<file path="config.mk">
export PLATFORM = sky130hd
export DESIGN_NAME = split_frame_length
export DESIGN_NICKNAME = d
export VERILOG_FILES = /design/src/rtl/split_frame_length.sv
export SDC_FILE = /design/constraint.sdc
export NUM_CORES = 1
export LEC_CHECK = 0
export ABC_AREA = 1
export BUFFER_PORTS_ARGS = -buffer_cell sky130_fd_sc_hd__clkbuf_2
export CAP_MARGIN = 20
export CORE_UTILIZATION = 45
export DETAILED_ROUTE_END_ITERATION = 10
export PLACE_DENSITY = 0.75
export SYNTH_ARGS = -nofsm -noshare
export SYNTH_HDL_FRONTEND = slang
export SYNTH_SLANG_ARGS = --single-unit
</file>
<file path="constraint.sdc">
create_clock -name clk -period 1.35 [get_ports clk]
set_input_delay 0.2025 -clock clk [delete_from_list [all_inputs] [get_ports clk]]
set_output_delay 0.2025 -clock clk [all_outputs]
set_load 0.01 [all_outputs]
</file>
<file path="src/rtl/split_frame_length.sv">
// -----------------------------------------------------------------------------
// split_frame_length
//   Splits a combined AXI4-Stream of the form [frame length header][Ethernet
//   frame] into a frame-length stream (header beats, LSB-first) and a payload
//   stream (Ethernet bytes with tkeep). Each output has one register stage, so
//   input-to-output latency is one cycle at full throughput. Once a beat is
//   written, the two streams drain independently of each other.
//
// Optional build macro:
//   SPLIT_FRAME_LENGTH_CHECK_EN - capture the header value, sum the accepted
//   payload bytes (popcount of tkeep, saturating) and pulse frame_error one
//   cycle after the payload tlast beat when the two differ. Data is forwarded
//   unchanged either way. Without the macro frame_error flags only truncated
//   headers.
//
// Ports:
//   clk, rstn                       clock, asynchronous active-low reset
//   s_axis_*                        combined input stream (tdata/tkeep/tvalid/
//                                   tready/tlast); tkeep ignored on header beats
//   m_axis_frame_length_*           header beats, tlast on beat HDR_BEATS-1
//                                   (or on a truncated header beat)
//   m_axis_*                        Ethernet payload with tkeep/tlast
//   frame_error                     one-cycle pulse on truncated header or
//                                   (with the check enabled) length mismatch
// -----------------------------------------------------------------------------
module split_frame_length #(
  parameter int unsigned C_AXIS_TDATA_WIDTH = 8,
  parameter int unsigned C_AXIS_TKEEP_WIDTH = 1,
  parameter int unsigned FRAME_LENGTH_WIDTH = 16
) (
  input  logic                          clk,
  input  logic                          rstn,

  input  logic [C_AXIS_TDATA_WIDTH-1:0] s_axis_tdata,
  input  logic [C_AXIS_TKEEP_WIDTH-1:0] s_axis_tkeep,
  input  logic                          s_axis_tvalid,
  output logic                          s_axis_tready,
  input  logic                          s_axis_tlast,

  output logic [C_AXIS_TDATA_WIDTH-1:0] m_axis_frame_length_tdata,
  output logic                          m_axis_frame_length_tvalid,
  input  logic                          m_axis_frame_length_tready,
  output logic                          m_axis_frame_length_tlast,

  output logic [C_AXIS_TDATA_WIDTH-1:0] m_axis_tdata,
  output logic [C_AXIS_TKEEP_WIDTH-1:0] m_axis_tkeep,
  output logic                          m_axis_tvalid,
  input  logic                          m_axis_tready,
  output logic                          m_axis_tlast,

  output logic                          frame_error
);

  localparam int unsigned DW        = C_AXIS_TDATA_WIDTH;
  localparam int unsigned KW        = C_AXIS_TKEEP_WIDTH;
  localparam int unsigned FLW       = FRAME_LENGTH_WIDTH;
  localparam int unsigned HDR_BEATS = (FLW / DW) > 0 ? (FLW / DW) : 1;
  localparam int unsigned CNT_W     = HDR_BEATS > 1 ? $clog2(HDR_BEATS) : 1;
  localparam logic [CNT_W-1:0] CNT_LAST = CNT_W'(HDR_BEATS - 1);

  typedef enum logic {
    ST_HDR,
    ST_PAYLOAD
  } state_t;

  state_t           state;
  logic [CNT_W-1:0] hdr_cnt;

  // Output register stages
  logic           fl_valid;
  logic [DW-1:0]  fl_data;
  logic           fl_last;
  logic           pl_valid;
  logic [DW-1:0]  pl_data;
  logic [KW-1:0]  pl_keep;
  logic           pl_last;
  logic           err_q;

  // Handshake decode
  logic fl_free_c;
  logic pl_free_c;
  logic s_ready_c;
  logic hdr_accept_c;
  logic pl_accept_c;
  logic hdr_last_beat_c;
  logic truncated_c;
  logic mismatch_c;

  // Stage free when empty or draining this cycle; input ready follows the
  // stage the current state writes into. Held low while in reset.
  always_comb begin
    fl_free_c       = 1'b0;
    pl_free_c       = 1'b0;
    s_ready_c       = 1'b0;
    hdr_accept_c    = 1'b0;
    pl_accept_c     = 1'b0;
    hdr_last_beat_c = 1'b0;
    truncated_c     = 1'b0;

    fl_free_c = ~fl_valid | m_axis_frame_length_tready;
    pl_free_c = ~pl_valid | m_axis_tready;
    s_ready_c = rstn & ((state == ST_HDR) ? fl_free_c : pl_free_c);

    hdr_accept_c    = s_axis_tvalid & s_ready_c & (state == ST_HDR);
    pl_accept_c     = s_axis_tvalid & s_ready_c & (state == ST_PAYLOAD);
    hdr_last_beat_c = hdr_accept_c & (hdr_cnt == CNT_LAST);
    truncated_c     = hdr_accept_c & s_axis_tlast;
  end

  // Header / payload sequencing
  always_ff @(posedge clk or negedge rstn) begin
    if (!rstn) begin
      state   <= ST_HDR;
      hdr_cnt <= '0;
    end else begin
      case (state)
        ST_HDR: begin
          if (hdr_accept_c) begin
            if (s_axis_tlast) begin
              hdr_cnt <= '0;
            end else if (hdr_cnt == CNT_LAST) begin
              hdr_cnt <= '0;
              state   <= ST_PAYLOAD;
            end else begin
              hdr_cnt <= hdr_cnt + CNT_W'(1);
            end
          end
        end
        ST_PAYLOAD: begin
          if (pl_accept_c && s_axis_tlast) begin
            state <= ST_HDR;
          end
        end
        default: begin
          state   <= ST_HDR;
          hdr_cnt <= '0;
        end
      endcase
    end
  end

  // Frame-length output stage
  always_ff @(posedge clk or negedge rstn) begin
    if (!rstn) begin
      fl_valid <= 1'b0;
      fl_data  <= '0;
      fl_last  <= 1'b0;
    end else if (hdr_accept_c) begin
      fl_valid <= 1'b1;
      fl_data  <= s_axis_tdata;
      fl_last  <= hdr_last_beat_c | s_axis_tlast;
    end else if (m_axis_frame_length_tready) begin
      fl_valid <= 1'b0;
    end
  end

  // Payload output stage
  always_ff @(posedge clk or negedge rstn) begin
    if (!rstn) begin
      pl_valid <= 1'b0;
      pl_data  <= '0;
      pl_keep  <= '0;
      pl_last  <= 1'b0;
    end else if (pl_accept_c) begin
      pl_valid <= 1'b1;
      pl_data  <= s_axis_tdata;
      pl_keep  <= s_axis_tkeep;
      pl_last  <= s_axis_tlast;
    end else if (m_axis_tready) begin
      pl_valid <= 1'b0;
    end
  end

`ifdef SPLIT_FRAME_LENGTH_CHECK_EN
  localparam int unsigned SUM_W = FLW + 1;

  logic [FLW-1:0]   hdr_value;
  logic [FLW-1:0]   byte_sum;
  logic [SUM_W-1:0] sum_wide_c;
  logic [FLW-1:0]   sum_next_c;

  function automatic logic [SUM_W-1:0] popcount(input logic [KW-1:0] keep);
    logic [SUM_W-1:0] n;
    n = '0;
    for (int unsigned i = 0; i < KW; i++) begin
      n = n + SUM_W'(keep[i]);
    end
    return n;
  endfunction

  // Running byte count including the beat being accepted, saturating at max
  always_comb begin
    sum_wide_c = '0;
    sum_next_c = '0;
    mismatch_c = 1'b0;

    sum_wide_c = SUM_W'(byte_sum) + popcount(s_axis_tkeep);
    sum_next_c = sum_wide_c[FLW] ? {FLW{1'b1}} : sum_wide_c[FLW-1:0];
    mismatch_c = pl_accept_c & s_axis_tlast & (sum_next_c != hdr_value);
  end

  // Header capture (little-endian beat order) and payload byte accumulation
  always_ff @(posedge clk or negedge rstn) begin
    if (!rstn) begin
      hdr_value <= '0;
      byte_sum  <= '0;
    end else begin
      if (hdr_accept_c) begin
        for (int unsigned i = 0; i < HDR_BEATS; i++) begin
          if (hdr_cnt == CNT_W'(i)) begin
            hdr_value[i*DW +: DW] <= s_axis_tdata;
          end
        end
      end
      if (hdr_last_beat_c) begin
        byte_sum <= '0;
      end else if (pl_accept_c) begin
        byte_sum <= s_axis_tlast ? '0 : sum_next_c;
      end
    end
  end
`else
  always_comb begin
    mismatch_c = 1'b0;
  end
`endif

  // Error pulse, registered one cycle after the offending beat is accepted
  always_ff @(posedge clk or negedge rstn) begin
    if (!rstn) begin
      err_q <= 1'b0;
    end else begin
      err_q <= truncated_c | mismatch_c;
    end
  end

  assign s_axis_tready              = s_ready_c;
  assign m_axis_frame_length_tdata  = fl_data;
  assign m_axis_frame_length_tvalid = fl_valid;
  assign m_axis_frame_length_tlast  = fl_last;
  assign m_axis_tdata               = pl_data;
  assign m_axis_tkeep               = pl_keep;
  assign m_axis_tvalid              = pl_valid;
  assign m_axis_tlast               = pl_last;
  assign frame_error                = err_q;

endmodule

</file>
; ---- Yosys cells after proc, flatten, opt, wreduce, memory -nomap -nowiden
; Cells that the tools add are included.
[op_classes]
addsub = 1
multipliers = 0
div_mod_pow = 0
magnitude_cmp = 0
eq_ne = 0
n_shift = 0
mux = 12
bitwise = 12
reduce_logical = 4
[op_table]
columns = operator, count
row1 = 2-to-1 mux 1 bit, 11
row2 = AND 1 bit, 6
row3 = nonzero test 2 bit, 2
row4 = NOT 1 bit, 3
row5 = bitwise OR 1 bit, 3
row6 = case mux 1 bit (2 select lines), 1
row7 = AND reduction 2 bit, 1
row8 = adder 1 bit (second input constant), 1
row9 = logical AND 1 bit, 1
[totals]
regBits = 24
latchBits = 0
ram_bits = 0
rom_bits = 0
out_inout_bits = 23
mem_count = 0

; ---- Logic depth before layout (Yosys ltp)
[depth]
depth_word = 9
mapped_depth = 8
depth_no_buf = 8

; ---- Least setup slack after synthesis
; Ideal clock, no wire load.
[synth_path]
path_kind = register to register
start = register pl_valid (netlist: m_axis_tvalid)
end = register fl_data[0] (netlist: m_axis_frame_length_tdata[0])
setup_ns = 0.118
arrival_ns = 1.067
t_required_ns = 1.232
setup_slack_ns = 0.166
path_stages_with_launch = 8
path_buffers = 1
period_less_slack_ns = 1.184
path_cell_list = dfrtp_1 > nand3_1 > nand2_1 > nor2_4 > nand3_2 > buf_6 > nand2_1 > o21ai_2
[synth_via]
elab_chain_cells = 6
[synth_rtl]
columns = item, line
row1 = start: declaration, 73  ; logic pl_valid;
row2 = start signal: assignment, 160  ; pl_valid <= 1'b0;
row3 = start signal: assignment, 165  ; pl_valid <= 1'b1;
row4 = start signal: assignment, 170  ; pl_valid <= 1'b0;
row5 = NOT 1 bit, 101  ; pl_free_c = ~pl_valid | m_axis_tready;
row6 = bitwise OR 1 bit, 101
row7 = 2-to-1 mux 1 bit, 102  ; s_ready_c = rstn & ((state == ST_HDR) ? fl_free_c : pl_free_c);
row8 = AND 1 bit, 102
row9 = via s_axis_tready, 37  ; output logic s_axis_tready,
row10 = AND 1 bit (2 in series), 104  ; hdr_accept_c = s_axis_tvalid & s_ready_c & (state == ST_HDR);
row11 = end signal: assignment, 150  ; fl_data <= s_axis_tdata;
row12 = end: declaration, 71  ; logic [DW-1:0] fl_data;
; The timed path passes the listed nets, and every way through them passes these cells.
; A chain may end at the register's enable or synchronous reset.

; ---- Worst setup path after layout
[layout_path]
start = register state
end = output port s_axis_tready
[layout_via]
elab_chain_cells = 2
[layout_rtl]
columns = item, line
row1 = start: declaration, 66  ; state_t state;
row2 = start signal: assignment, 113  ; state <= ST_HDR;
row3 = start signal: assignment, 123  ; state <= ST_PAYLOAD;
row4 = start signal: assignment, 131  ; state <= ST_HDR;
row5 = 2-to-1 mux 1 bit, 102
row6 = AND 1 bit, 102
row7 = end: declaration, 37
; No other way between the ends.

==> flow_summary_export.csv <==
group,metric,value,unit
outcome,status,"complete, no violations",
clock_tree,ctsHtreeMaxLevel,1,
critical_path,cp.arrival,1.12,ns
synth,synth_cells,101,
critical_path,worstSetupPathType,"flop to primary output",
critical_path,reg2reg_from,"state",
floorplanning,io_pins,38,
final_layout,drive_above_1_share,0.4595,
placed_design,place_hpwl,1430,um
floorplanning,coreArea,0.002002,mm2
sta,period_needed,1.323,ns
synth,ys_ff_latch,24,
clock_tree,cts_buffer_depth,2,
clock_tree,path_clk_slew,0.12,ns
synth,yosysWarnings,0,
power_and_ir_drop,netSwitchingFraction,0.3704,
clock_tree,cts_buffers,3,
clock_tree,cts_tree,"done",
critical_path,max_stage_delay,0.44,ns
power_and_ir_drop,p_int,0.001726,W
sta,worstMarginPinSlew,0.2972,ns
placed_design,post-place-ws,0.1075,ns
route,routed_wl,2203,um
power_and_ir_drop,clockPowerShare,0.137,
critical_path,required,1.15,ns
final_layout,antennaDiodeCount,0,
sta,max_clock_freq,756.0,MHz
floorplanning,dieHeight,48.75,um
placed_design,gp_congestion,0.7227,
route,drtPass1Iterations,4,
critical_path,critPathLaunchType,"flop",
sta,finalCritPeriodShare,0.9798,
synth,synth.distinct_cells,14,
route,drcViolationCount,0,
route,dr.first_iter.drc_count,18,
grt,grt.total_usage,0.2133,
power_and_ir_drop,switchingPower,0.001015,W
sta,worst_slack,0.02728,ns
synth,ys_seq_area_frac,0.6107,
route,postRouteAntennaNets,0,
power_and_ir_drop,max-vdd-ir-drop,0.001100,V
critical_path,path_cells,"nand3_2, nand2_2, nor2_4, buf_6",
sta,hold_viol_final,0,
synth,syn_nets,116,
clock_tree,worst_skew_pair.late_latency,0.31,ns
clock_tree,cts_num_sinks,24,
power_and_ir_drop,total_power,0.002741,W
sta,setup_tns,0,ns
synth,syn_avg_cell_area,9.737,um2
critical_path,path_buf_inv,1,
route,vias_per_cell,4.829,
route,vias,845,
critical_path,crit_family,"flip-flops",
worst_hold_path,hp-start,"s_axis_tkeep",
power_and_ir_drop,seqPwrFrac,0.448,
final_layout,final.fill_count,174,
final_layout,area_growth,37.02,%
floorplanning,dieArea,0.002377,mm2
critical_path,end_kind,"primary output",
synth,synth.cell_area,983.4,um2
grt,grt_overflow,0,
grt,first_global_vias,820,
power_and_ir_drop,p_comb_frac,0.415,
sta,max_slew_margin,0.8019,
power_and_ir_drop,powerDensity,2034,mW/mm2
worst_hold_path,hold_class,"input pin to flop",
clock_tree,root_buffer,"clkbuf_4",
sta,drv_slew,0,
placed_design,placed_area,0.001214,mm2
job,maxCapViolations,0,
grt,grt_max_degree,25,
critical_path,startpoint,"state",
floorplanning,initial_core_util,0.4912,
route,wire_per_inst,12.59,um
placed_design,numPortBuffers,37,
floorplanning,row_count,16,
final_layout,design_area,0.001348,mm2
critical_path,cp_slowest_cell,"dfrtp_1",
floorplanning,die_w,48.75,um
sta,setup_viol,0,
grt,grt_pass1_wl,3767,um
sta,rsz0062_at_grt,"true",
sta,whs,0.08713,ns
final_layout,final_net_count,164,
grt,antenna_found_initial,0,
critical_path,crit_fanout,3,
power_and_ir_drop,p_leak,0.7745,nW
sta,clock_skew,0.003769,ns
==> power by group through the flow <==
| stage | clock network (W) | registers, W | logic (W) |
|---|---|---|---|
| 3_5_place_dp | 0 | 0.00124 | 0.00100 |
| 3_3_place_gp | 0 | 0.00123 | 0.000971 |
| 6_report | 0.000377 | 0.00123 | 0.00114 |
| 4_1_cts | 0.000383 | 0.00122 | 0.00105 |
| 2_1_floorplan | 0 | 0.00137 | 0.000432 |
| 5_1_grt | 0.000413 | 0.00127 | 0.00127 |
==> per-stage QoR <==
stage                 util  cells
finish              0.6731    175
global route        0.6731    175
CTS                 0.6444    173
detailed placement  0.6063    165
global placement    0.6063    165
floorplan                -    101
==> Yosys cell counts <==
cell type  instances  share of area
o21ai_0            8          0.041
o21ai_2            9          0.080
nand3_1            1         0.0051
nor2_4             1          0.011
nor2_1             3          0.011
nand4_1            2          0.013
inv_1             15          0.057
buf_6              2          0.023
nand3_2            1          0.010
nand2_1           32           0.12
dfrtp_1           24           0.61
clkbuf_1           1         0.0038
buf_2              1         0.0051
nand2_2            1         0.0064
==> registers in the layout, indices dropped and copies added, names as in the netlist <==
name                        flops
m_axis_frame_length_tdata       8
m_axis_tvalid                   1
frame_error                     1
m_axis_frame_length_tlast       1
m_axis_frame_length_tvalid      1
state                           1
m_axis_tkeep                    1
m_axis_tlast                    1
m_axis_tdata                    8
hdr_cnt                         1
==> layer usage <==
layer  up-vias  wire length (um)  global-route usage
li1        406                 -                   -
met1       398               944              0.2723
met2        33              1082              0.3333
met3         8                93             0.03145
met4         0                82              0.1471
met5         -                 0                   0
==> worst min-delay path, stage by stage <==
cell,delay [ns]
clkbuf_2,0.08
nand2_1,0.04
nand2_1,0.05
==> cell type report <==
| cell class | count | area (um2) | area share |
|---|---|---|---|
| Inverter | 15 | 56.30 | 0.04178 |
| Timing Repair Buffer | 47 | 302.8 | 0.2247 |
| Multi-Input combinational cell | 58 | 317.8 | 0.2358 |
| Clock buffer | 4 | 36.28 | 0.02693 |
| Sequential cell | 24 | 600.6 | 0.4457 |
| Tap cell | 27 | 33.78 | 0.02507 |
==> worst paths after layout <==
path	endpoint	slack, ns	depth (start not counted)
worst max-delay path	s_axis_tready	0.03	4
worst min-delay path	m_axis_tkeep	0.09	3
worst max register to register	state	0.05	7
worst min register to register	m_axis_tdata[5]	0.50	2
max in group asynchronous	state	0.63	3
min in group asynchronous	m_axis_frame_length_tdata[6]	0.49	3
==> layout by cell type (no fill, tap or decap) <==
cell and count:
nor2_1 2, nand2_2 4, buf_12 1, clkbuf_16 1, nor2_2 1, o21ai_0 7
nand4_1 2, dlygate4sd3_1 1, clkbuf_4 3, inv_1 14, clkbuf_8 1, nand2_1 29
o21ai_1 1, buf_4 6, nand3_2 1, clkbuf_2 36, nand3_4 1, o21ai_2 9
inv_2 1, dfrtp_1 24, buf_6 2, nor2_4 1
==> repair_timing <==
action	in CTS	in global routing
endpoints found under the setup margin	1	10
pin swaps	2	1
gates cloned	0	1
endpoints found under the hold margin	24	0
hold buffers	1	0
gates resized for setup	2	9
buffers inserted	3	1
==> logic make-up after synthesis <==
kind of cell | share of synthesized area
AO/OA/AOI/OAI | 0.1209
AND/OR/NAND/NOR | 0.1794
buffers and inverters | 0.08904
flip-flops | 0.6107
No activity file was read; power rests on OpenSTA's default activity.
